[src/rtl/pc_unit.sv]
// rtl/pc_unit.sv - program counter with next-PC select and circular return-address stack
// Sticky error flags record stack overflow/underflow and illegal selects.
module pc_unit #(
  parameter int AddrWidth = 10,
  parameter int RasDepth  = 4,
  parameter logic [AddrWidth-1:0] ResetPc = '0
) (
  input  logic                         clk,
  input  logic                         rst,
  input  logic                         enable,
  input  logic [2:0]                   pc_select,
  input  logic [13:0]                  imm_14bit,
  input  logic [23:0]                  imm_24bit,
  input  logic [AddrWidth-1:0]         reg_target,
  input  logic                         clear_err,
  output logic [AddrWidth-1:0]         current_pc,
  output logic [$clog2(RasDepth):0]    ras_count,
  output logic                         ras_empty,
  output logic                         ras_full,
  output logic                         ras_overflow,
  output logic                         ras_underflow,
  output logic                         illegal_sel
);

  localparam int PtrW = $clog2(RasDepth);
  localparam logic [PtrW:0] Full = (PtrW+1)'(RasDepth);

  typedef enum logic [2:0] {
    SEL_SEQ    = 3'b000,
    SEL_BRANCH = 3'b001,
    SEL_JUMP   = 3'b010,
    SEL_CALL   = 3'b011,
    SEL_RET    = 3'b100,
    SEL_REG    = 3'b101
  } sel_e;

  logic [AddrWidth-1:0] pc_q, pc_d;
  logic [AddrWidth-1:0] ras_q [RasDepth];
  logic [AddrWidth-1:0] ras_d [RasDepth];
  logic [PtrW-1:0]      wr_ptr_q, wr_ptr_d;
  logic [PtrW:0]        count_q, count_d;
  logic                 ovf_q, ovf_d, udf_q, udf_d, ill_q, ill_d;

  logic [AddrWidth-1:0] pc_plus4, br_off, jmp_off;
  logic                 set_ovf, set_udf, set_ill;

  // Displacements are halfword counts: sign-extend, shift, then fold to PC width.
  assign br_off   = AddrWidth'({{49{imm_14bit[13]}}, imm_14bit, 1'b0});
  assign jmp_off  = AddrWidth'({{39{imm_24bit[23]}}, imm_24bit, 1'b0});
  assign pc_plus4 = pc_q + AddrWidth'(4);

  always_comb begin
    pc_d     = pc_q;
    ras_d    = ras_q;
    wr_ptr_d = wr_ptr_q;
    count_d  = count_q;
    set_ovf  = 1'b0;
    set_udf  = 1'b0;
    set_ill  = 1'b0;
    if (enable) begin
      case (pc_select)
        SEL_SEQ:    pc_d = pc_plus4;
        SEL_BRANCH: pc_d = pc_q + br_off;
        SEL_JUMP:   pc_d = pc_q + jmp_off;
        SEL_CALL: begin
          // When full, wr_ptr already points at the oldest entry.
          pc_d            = pc_q + jmp_off;
          ras_d[wr_ptr_q] = pc_plus4;
          wr_ptr_d        = wr_ptr_q + PtrW'(1);
          if (count_q == Full) set_ovf = 1'b1;
          else                 count_d = count_q + (PtrW+1)'(1);
        end
        SEL_RET: begin
          if (count_q == '0) begin
            pc_d    = pc_plus4;
            set_udf = 1'b1;
          end else begin
            pc_d     = ras_q[wr_ptr_q - PtrW'(1)];
            wr_ptr_d = wr_ptr_q - PtrW'(1);
            count_d  = count_q - (PtrW+1)'(1);
          end
        end
        SEL_REG:    pc_d = reg_target;
        default: begin
          pc_d    = pc_plus4;
          set_ill = 1'b1;
        end
      endcase
    end
    ovf_d = set_ovf | (ovf_q & ~clear_err);
    udf_d = set_udf | (udf_q & ~clear_err);
    ill_d = set_ill | (ill_q & ~clear_err);
  end

  always_ff @(posedge clk) begin
    if (rst) begin
      pc_q     <= ResetPc;
      wr_ptr_q <= '0;
      count_q  <= '0;
      ovf_q    <= 1'b0;
      udf_q    <= 1'b0;
      ill_q    <= 1'b0;
    end else begin
      pc_q     <= pc_d;
      wr_ptr_q <= wr_ptr_d;
      count_q  <= count_d;
      ovf_q    <= ovf_d;
      udf_q    <= udf_d;
      ill_q    <= ill_d;
    end
  end

  // Stack contents are don't-care after reset, so they carry no reset.
  always_ff @(posedge clk) begin
    ras_q <= ras_d;
  end

  assign current_pc    = pc_q;
  assign ras_count     = count_q;
  assign ras_empty     = (count_q == '0);
  assign ras_full      = (count_q == Full);
  assign ras_overflow  = ovf_q;
  assign ras_underflow = udf_q;
  assign illegal_sel   = ill_q;

endmodule

[config.mk]
export PLATFORM = sky130hd
export DESIGN_NAME = pc_unit
export DESIGN_NICKNAME = d
export VERILOG_FILES = /design/src/rtl/pc_unit.sv
export SDC_FILE = /design/constraint.sdc
export NUM_CORES = 1
export LEC_CHECK = 0
export CORE_MARGIN = 4
export CORE_UTILIZATION = 25
export DETAILED_ROUTE_END_ITERATION = 8
export DONT_BUFFER_PORTS = 1
export GPL_TIMING_DRIVEN = 1
export PLACE_DENSITY_LB_ADDON = 0.2
export SLEW_MARGIN = 15
export SYNTH_ARGS = -nofsm -noshare
export SYNTH_HDL_FRONTEND = slang
export SYNTH_SLANG_ARGS = --single-unit
[constraint.sdc]
create_clock -name clk -period 3.3 [get_ports clk]
set_input_delay 0.495 -clock clk [delete_from_list [all_inputs] [get_ports clk]]
set_output_delay 0.495 -clock clk [all_outputs]
set_load 0.03 [all_outputs]
---- Word-level counts from Yosys, hierarchy flattened ----
Index checks and enable logic that the tools add are counted.
word-level totals
  output and inout port bits .............. 18
  flip-flop bits (word level) ............. 58
  logic and storage cells ................. 67
operators by class
  reductions and logical operators ........ 9
  muxes and demuxes ....................... 21
  bitwise gates (word level) .............. 9
  eq/ne operators ......................... 8
  $lt $le $gt $ge ......................... 3
  add/sub/neg operators ................... 7
operators with widths
  cell                                                                           count
  40-bit bitwise mux                                                             1
  10-bit 2-to-1 mux                                                              4
  10-bit one-hot mux with 4 select lines                                         1
  10-bit adder                                                                   2
  10-bit binary-select mux with 2-bit select                                     1
  10-bit demux with 2-bit select                                                 1
  10-bit by 3-bit adder with 10-bit output (second input constant)               1
  3-bit == test (second input constant)                                          3
  1-bit 2-to-1 mux                                                               8
  3-bit by 2-bit == test with 1-bit output (second input constant)               2
  3-bit >= comparator (second input constant)                                    2
  3-bit logical NOT                                                              2
  3-bit 2-to-1 mux                                                               2
  2-bit inverter with 3-bit output                                               2
  3-bit one-hot mux with 2 select lines                                          1
  6-bit OR reduction                                                             1
  2-bit != test (second input constant)                                          2
  2-bit one-hot mux with 2 select lines                                          1
  4-bit AND reduction                                                            1
  3-bit by 1-bit adder with 3-bit output (second input constant)                 1
  1-bit bitwise AND                                                              3
  3-bit by 1-bit == test with 1-bit output (second input constant)               1
  3-bit by 1-bit less-than comparator with 1-bit output (second input constant)  1
  1-bit OR                                                                       3
  other kinds (10)                                                               10

---- Logic depth before layout (Yosys ltp) ----
Gate-level depths: netlist of run 1.
  depth in word-level cells ............... 7
  gate-level depth with buffers ........... 12

---- Worst setup path before layout of run 1 ----
OpenSTA, ideal clock, no wires.
  path type ............................... input port to flip-flop
  from .................................... in pc_select[2]
  to ...................................... reg pc_q[7], in the netlist current_pc[7]
  path slack .............................. 0.665 ns
  cell stages on the path ................. 12
  data arrival time ....................... 2.549 ns
  required time ........................... 3.214 ns
  library setup time ...................... 0.086 ns
  cell sequence ........................... buf_4 > and2b_2 > buf_6 > mux2_2 > ha_1 > inv_1 > fa_1 > nand3b_1 > nand2_1 > a31oi_1 > o31a_1 > a211oi_1
between the ends
  word-level cells in the longest chain between the ends .. 3
  elaborated cells on any way between the ends .. 7
RTL lines
  item                                      RTL line  RTL
  start: declaration                        11        input logic [2:0] pc_select,
  3-bit by 2-bit == test with 1-bit output  61        case (pc_select)
  2-bit OR reduction (no line)              n/a
  10-bit one-hot mux with 4 select lines *  61
  end signal: assignment                    97        pc_q <= ResetPc;
  end signal: assignment                    104       pc_q <= pc_d;
  end: declaration                          37        logic [AddrWidth-1:0] pc_q, pc_d;
Every way passes the cells marked *; elsewhere a longest branch is shown, timed or not.
A chain may end at the register's enable or synchronous reset.

---- Worst setup path in the final report of run 1 ----
Same ends and word-level chain as after synthesis.

==> flow_summary.ini, run 1 <==
[status]
outcome = finished, final reports clean

[die]
core_area_um2 = 12300
initial_core_util = 0.260
io_pins = 73
die_h_um = 121
die_w_um = 121
dieArea_um2 = 14600
fp-row-count = 40

[worst_setup_path]
crit_path_end_kind = flop
cp_cell_sequence = and2b_2, mux2_2, ha_1, inv_1, fa_1, nand3b_1, nand2_1, a31oi_1, o31a_1, a211oi_1
worstSetupPathType = primary input to flop
cp_slowest_cell = fa_1
r2r_slack_ns = 1.13
worstRegToRegCells = 6
r2r_end = current_pc[7]
crit_required_ns = 3.53
cp_slowest_stage_delay_ns = 0.41
cp-start-kind = primary input
worstPathMaxFanout = 12
worst_ep_arrival_time_ns = 2.65
regToRegStartpoint = wr_ptr_q[1]

[grt]
grt_max_degree = 22
grt_pass1_wl_mm = 12.0
grt_pass1_vias = 2135
grt_util_all_layers = 0.110
grt_overflow_total = 0
antenna_found_initial = 0

[worst_hold_path]
holdPathEnd = current_pc[1]
hold_class = primary input to flop
min-delay-start = rst
hold_path_depth = 1

[cts]
htree_levels = 3
ctsResizeCount = 0
clock_sinks = 58
cts_buffers = 9
cts_root_buf = clkbuf_16
clk_pin_slew_ns = 0.05
clk_path_buf_depth = 2
clock_latency_ns = 0.32
postCtsHoldBufs = 0
cts_setup_buffers = 0
cts_tree = done

[finish]
drive_gt1_frac = 0.193
final_area_um2 = 3570
nets = 330
finish.utilization = 0.291
fin_cells = 432
diodes = 0
area_growth_pct = 12.0

[placed_design]
place.gp.congestion = 0.763
portBuffers = 0
dp_cells = 416
hpwl_mm = 5.68
place_area_um2 = 3320
preCtsSetupSlack_ns = 0.508

[detailed_routing]
dr.first_iter.drc_count = 143
routed_wl_mm = 7.78
drc = 0
antenna_left = 0
viasPerCell = 4.74
route.vias.total = 2049
avgRoutedWirePerCell_um = 18.0
dr.pass1.iters = 4

[synth]
synthFlopType = edfxtp_1
synth_area_um2 = 3190
ys_seq_elements = 58
syn-instance-count = 258
synth_top_area_frac = 0.377
synth_area_leader_cell = edfxtp_1
async_flop_share = 0
syn_area_per_cell_um2 = 12.4
synth-edff-count = 40
synth_area_leaders = edfxtp_1 38%, dfxtp_1 11%, mux4_2 7.1%
ys_types = 59
synth_common_cells = 40 x edfxtp_1, 19 x nor2_1, 18 x dfxtp_1, 18 x nand2_1, 14 x ha_1
syn_nets = 329
ys_warn_count = 0
ys_seq_area_frac = 0.490
synth.most_common_cell = edfxtp_1

[timing]
skew_ns = 0.00488
fin_crit_ns = 2.42
tns_ns = 0
worst_slew_pin_slew_ns = 0.591
setup_violations = 0
hold_viol = 0
fmax_mhz = 413
rsz0062_at_grt = no
timing.final.crit_share = 0.733
slew_viol_final = 0
slew_headroom = 0.605
fin_ws_ns = 0.880

[power]
p_leak_nw = 1.24
irDropWorstVdd_mv = 0.206
p_per_area_nw_per_um2 = 525

[run]
maxCapViolCount = 0
[flip-flops by register name, indices dropped and copies added (netlist names)]
register and count:
ras_q 40, current_pc 10, ras_count 3, wr_ptr_q 2, illegal_sel 1, ras_overflow 1, ras_underflow 1
[critical path: cells and delay by family]
kind | cells | cell delay, ns
AOI/OAI and AO/OA | 3 | 0.57
and+or+nand+nor | 3 | 0.71
buffers and inverters | 1 | 0.06
adders and majority gates | 2 | 0.59
muxes | 1 | 0.22
[where the power goes]
group | switching (mW) | internal [mW] | leakage, nW | total, mW
clock | 0.303 | 0.492 | 0.124 | 0.795
sequential | 0.0432 | 0.802 | 0.513 | 0.846
combinational | 0.130 | 0.103 | 0.603 | 0.234
total | 0.477 | 1.40 | 1.24 | 1.87
[final cells by class]
| class | instances | area [um2] |
|---|---|---|
| Clock buffer | 10 | 229 |
| Clock inverter | 6 | 23.8 |
| Fill cell | 1264 | 8690 |
| Inverter | 13 | 50.0 |
| Multi-Input combinational cell | 173 | 1470 |
| Sequential cell | 58 | 1560 |
| Tap cell | 168 | 210 |
| Timing Repair Buffer | 4 | 30.0 |
[cell usage in the layout, fill, tap and decap left out, types with 2 or more instances in the layout]
master / count
a211oi_1: 9
a21o_1: 5
a21oi_1: 5
a221oi_1: 9
a32oi_1: 3
and2_1: 4
and2b_2: 2
and3b_2: 2
buf_4: 4
clkbuf_16: 9
clkinv_1: 5
clkinv_2: 2
dfxtp_1: 18
edfxtp_1: 40
fa_1: 2
ha_1: 14
inv_1: 11
mux2_2: 8
mux4_2: 10
nand2_1: 18
nand3_1: 6
nand3b_1: 2
nor2_1: 19
nor3_1: 2
o21a_1: 2
o21ai_0: 5
or2_2: 2
or3_1: 4
xnor2_1: 10
xor2_1: 5
[cell families after synthesis]
| group | count (synthesis) | share of synthesized area |
|---|---|---|
| simple gates | 72 | 0.122 |
| flops | 58 | 0.490 |
| compound gates | 51 | 0.127 |
| buf+inv | 27 | 0.0498 |
| mux | 19 | 0.102 |
| fa+ha+maj | 16 | 0.0675 |
| xor+xnor | 15 | 0.0412 |
[through the flow]
step                total power [mW]  hold WS, ns
global route                    1.96        0.225
floorplan                       1.05        0.473
global placement                1.09        0.526
CTS                             1.91        0.221
detailed placement              1.10        0.534
finish                          1.87        0.238
[worst max-delay path by stage]
stage / start / endpoint / slack (ns)
floorplan: pc_select[2] / current_pc[7] / 0.67
global placement: pc_select[2] / current_pc[4] / 0.55
detailed placement: pc_select[2] / current_pc[4] / 0.51
CTS: pc_select[2] / current_pc[7] / 0.85
global route: pc_select[2] / current_pc[7] / 0.68
finish: pc_select[2] / current_pc[7] / 0.88
[metal layers]
| layer | vias to the layer above | wire length (um) | global-route usage |
|---|---|---|---|
| li1 | 973 | - | - |
| met1 | 1011 | 3660 | 0.145 |
| met2 | 62 | 3540 | 0.166 |
| met3 | 3 | 534 | 0.0490 |
| met4 | 0 | 40 | 0.0234 |
| met5 | - | 0 | 0 |
(Power assumes the default switching activity.)
==> run 2, diff against run 1 <==
- clock period: 3.3 -> 2 ns (I/O delays scaled with it)
==> run 2 against run 1 <==
Against the previous run: critical endpoint is now current_pc[9]; highest routed layer unchanged; clock power increased by 92%; combinational power increased by 140%; non-clock buffer count increased by 37; via count increased by 9.1%; critical path depth decreased by 2; clock skew increased by 0.0030 ns; die area unchanged; critical path type unchanged; final cell count increased by 8.6%; clock-buffer cell count unchanged; first-iteration DRC count decreased by 2.8%; global-route usage increased by 0.15 points.
==> flow_summary.ini, run 2 (synthesis gave the netlist of run 1 again) <==
[status]
outcome = finished, final reports clean

[worst_hold_path]
min-delay-start = rst
hold_path_depth = 1
holdPathEnd = current_pc[7]
hold_class = primary input to flop

[finish]
nFillCells = 1232
final_area_um2 = 4120
drive_gt1_frac = 0.389
largest_register_ff_count = 40
area_growth_pct = 29.2
largest_register = ras_q
seq_area_um2 = 1560
layout_common_cells = 40 x edfxtp_1, 38 x buf_4, 19 x nor2_1
finish.utilization = 0.336
diodes = 0
fin_cells = 469
nets = 367
multi_input_area_um2 = 1650
layout_commonest_cell = edfxtp_1

[detailed_routing]
antenna_left = 0
routed_wl_mm = 8.05
dr.first_iter.drc_count = 139
avgRoutedWirePerCell_um = 17.2
viasPerCell = 4.77
drc = 0
dr.pass1.iters = 4
route.vias.total = 2235

[cts]
cts_buffers = 9
clock_latency_ns = 0.32
clk_path_buf_depth = 2
htree_levels = 3
cts_tree = done
clock_sinks = 58
clk_pin_slew_ns = 0.05
postCtsHoldBufs = 0
cts_root_buf = clkbuf_16

[worst_setup_path]
worstSetupPathType = primary input to flop
r2r_end = current_pc[7]
cp-start-kind = primary input
crit_path_end_kind = flop
regToRegStartpoint = current_pc[1]
crit_required_ns = 2.21
worstRegToRegCells = 8
worst_ep_arrival_time_ns = 2.15
r2r_slack_ns = 0.13
worstPathMaxFanout = 10

[timing]
whs_ns = 0.0411
skew_ns = 0.00790
timing.final.crit_share = 0.972
rsz0062_at_grt = yes
worst_slew_pin_slew_ns = 0.546
setup_violations = 0
hold_viol = 0
slew_viol_final = 0
tns_ns = 0
fmax_mhz = 515
fin_ws_ns = 0.0570
fin_crit_ns = 1.94
slew_headroom = 0.635

[power]
p_per_area_nw_per_um2 = 838
report.power.total_mw = 3.45
p_leak_nw = 1.49
irDropWorstVdd_mv = 0.345

[placed_design]
dp_cells = 452
portBuffers = 0
preCtsSetupSlack_ns = -0.463
place.gp.congestion = 0.737
hpwl_mm = 6.17
place_area_um2 = 3730

[run]
maxCapViolCount = 0

[die]
die_w_um = 121
initial_core_util = 0.260
die_h_um = 121
core_area_um2 = 12300
dieArea_um2 = 14600
io_pins = 73
fp-row-count = 40

[grt]
grt_util_all_layers = 0.111
grt_max_degree = 22
grt_pass1_vias = 2188
antenna_found_initial = 0
grt_overflow_total = 0
grt_pass1_wl_mm = 12.5
==> run 2: cell types whose count changed in the layout (fill, tap and decap cells not counted), moves of 5 or more <==
cell,before,now
buf_4,4,38
ha_4,0,7
clkinv_1,5,0
ha_1,14,6
==> run 2: area by class of cell <==
cell class,count,share of cell area
Tap cell,168,0.0510
Sequential cell,58,0.379
Timing Repair Buffer,41,0.0838
Multi-Input combinational cell,173,0.400
Clock inverter,6,0.0161
Inverter,13,0.0121
Clock buffer,10,0.0580
==> run 2: what timing repair did <==
| action | in CTS | in global routing |
|---|---|---|
| resized for setup | 4 | 10 |
| pin swaps | 0 | 2 |
| endpoints found under the setup margin | 5 | 6 |
| endpoints found under the hold margin | 0 | 0 |
| buffers inserted | 1 | 0 |
==> run 2: worst max-delay path by stage <==
| stage | end | slack [ns] | start |
|---|---|---|---|
| after floorplan | current_pc[7] | -0.30 | pc_select[2] |
| after global placement | current_pc[7] | -0.45 | pc_select[2] |
| after detailed placement | current_pc[7] | -0.46 | pc_select[2] |
| after CTS | current_pc[7] | 0.01 | pc_select[2] |
| after global routing | current_pc[7] | -0.05 | pc_select[2] |
| final | current_pc[9] | 0.06 | pc_select[2] |
==> run 2: critical path: stages <==
cell and delay (ns):
and2b_4 0.30, buf_12 0.13, mux2_4 0.31, ha_4 0.17, or4_1 0.52, o22a_1 0.19
xnor2_1 0.14, o32ai_1 0.09
==> run 2: report_power, final <==
part	internal, mW	switching, mW	leakage, nW
registers	1.32	0.0467	0.513
clock network	0.996	0.532	0.141
logic	0.271	0.285	0.837
total	2.59	0.865	1.49
==> run 2: metal layers <==
layer / share of wire / global-route usage
met1: 0.45 / 0.148
met3: 0.064 / 0.0429
met2: 0.48 / 0.174
met4: 0.0071 / 0.0212
met5: 0 / 0
==> run 3, diff against run 2 <==
- CTS_BUF_LIST: default -> sky130_fd_sc_hd__clkbuf_4
==> run 3 against run 2 <==
Against the previous run: worst hold slack lost 0.10 ns; non-clock buffer count grew 3; total power shrank 21%; largest cell class unchanged; clock power shrank 46%; combinational power shrank 3%; final area shrank 3.9%; die area is the same; first-iteration DRC count grew 45%; sequential power is essentially flat; final cell count grew 0.85%; utilization shrank 1.3 points; global-route usage shrank 0.059 points; the run now ends with hold timing left.
==> flow_summary.ini, run 3 (synthesis gave the netlist of run 1 again) <==
[detailed_routing]
avgRoutedWirePerCell_um = 16.6
route.vias.total = 2227
drc = 0
viasPerCell = 4.71
routed_wl_mm = 7.86
dr.pass1.iters = 5
dr.first_iter.drc_count = 201
antenna_left = 0

[worst_setup_path]
worst_ep_arrival_time_ns = 2.20
cp-start-kind = primary input
regToRegStartpoint = wr_ptr_q[1]
worstPathMaxFanout = 10
worstRegToRegCells = 6
r2r_slack_ns = 0.14
crit_required_ns = 2.32
crit_path_end_kind = flop
critPathLaunch = pc_select[2]
worstSetupPathType = primary input to flop
r2r_end = current_pc[6]

[finish]
layout_common_cells = 40 x edfxtp_1, 38 x buf_4, 19 x nor2_1
largest_register = ras_q
layout_commonest_cell = edfxtp_1
final_area_um2 = 3960
area_growth_pct = 24.1
nFillCells = 1253
finish.utilization = 0.323
fin_cells = 473
drive_gt1_frac = 0.372
largest_register_ff_count = 40
nets = 370

[grt]
grt_pass1_wl_mm = 12.5
grt_overflow_total = 0
antenna_found_initial = 0
grt_pass1_vias = 2191
grt_util_all_layers = 0.111
grt_max_degree = 22

[run]
maxCapViolCount = 0

[cts]
cts_buffers = 9
htree_levels = 3
cts_tree = done
clock_sinks = 58
clk_path_buf_depth = 2
clock_latency_ns = 0.40
cts_root_buf = clkbuf_4
postCtsHoldBufs = 3
clk_pin_slew_ns = 0.11

[die]
core_area_um2 = 12300
initial_core_util = 0.260
dieArea_um2 = 14600
die_h_um = 121
fp-row-count = 40
die_w_um = 121
io_pins = 73

[timing]
skew_ns = 0.0140
timing.final.crit_share = 0.936
fmax_mhz = 534
slew_viol_final = 0
worst_slew_pin_slew_ns = 0.487
whs_ns = -0.0585
hold_viol = 14
fin_ws_ns = 0.128
fin_crit_ns = 1.87
setup_violations = 0
slew_headroom = 0.674
rsz0062_at_grt = no

[status]
outcome = finished, violations left
violations = hold timing

[placed_design]
preCtsSetupSlack_ns = -0.463
hpwl_mm = 6.17
place_area_um2 = 3730
place.gp.congestion = 0.737
dp_cells = 452
portBuffers = 0

[worst_hold_path]
min-delay-start = rst
hold_class = primary input to flop
hold_path_depth = 1
holdPathEnd = current_pc[1]

[power]
irDropWorstVdd_mv = 0.270
p_leak_nw = 1.43
p_per_area_nw_per_um2 = 689
report.power.total_mw = 2.73
-- run 3: worst max-delay path by stage --
stage	end	slack [ns]	cells after the start
finish	current_pc[8]	0.13	10
CTS	current_pc[9]	0.009	6
global placement	current_pc[7]	-0.45	10
detailed placement	current_pc[7]	-0.46	10
global route	current_pc[7]	0.01	8
floorplan	current_pc[7]	-0.30	12
-- run 3: repair_timing --
action	4_1_cts	5_1_grt
setup buffers	0	1
hold endpoints to repair	18	15
resized for setup	3	7
endpoints found under the setup margin	3	7
pin swaps	0	1
-- run 3: critical path, cell delays in order --
cell,delay [ns]
and2b_4,0.31
buf_12,0.13
mux2_4,0.30
ha_4,0.16
buf_4,0.14
nor4_1,0.24
o21ai_0,0.16
nand3_1,0.11
nand3b_1,0.11
a211oi_1,0.21
-- run 3: per-layer routing --
metal  up-vias  track usage  part of all wire
met4         0       0.0255            0.0065
met5         -            0                 0
met2        70        0.172              0.48
li1       1060            -                 -
met1      1091        0.151              0.44
met3         6       0.0359             0.077
-- run 3: power breakdown --
group          internal [mW]  switching (mW)  total, mW
logic                  0.266           0.273      0.539
clock network          0.375           0.447      0.823
registers               1.32          0.0464       1.37
total                   1.96           0.766       2.73
-- run 3: metrics by stage --
step	hold WS [ns]	TNS (ns)
2_1_floorplan	0.473	-1.72
3_3_place_gp	0.377	-2.60
3_5_place_dp	0.376	-2.71
4_1_cts	-0.0930	0
5_1_grt	-0.115	0
6_report	-0.0585	0
-- run 3: area by class of cell --
type	instances	area [um2]	share of cell area
diodes	1	2.50	0.000632
clock buffers	9	67.6	0.0171
clock inverters	7	70.1	0.0177
inverters	13	50.0	0.0126
multi-input cells	173	1620	0.408
flip-flops and latches	58	1570	0.396
well taps	168	210	0.0531
repair buffers	44	375	0.0948
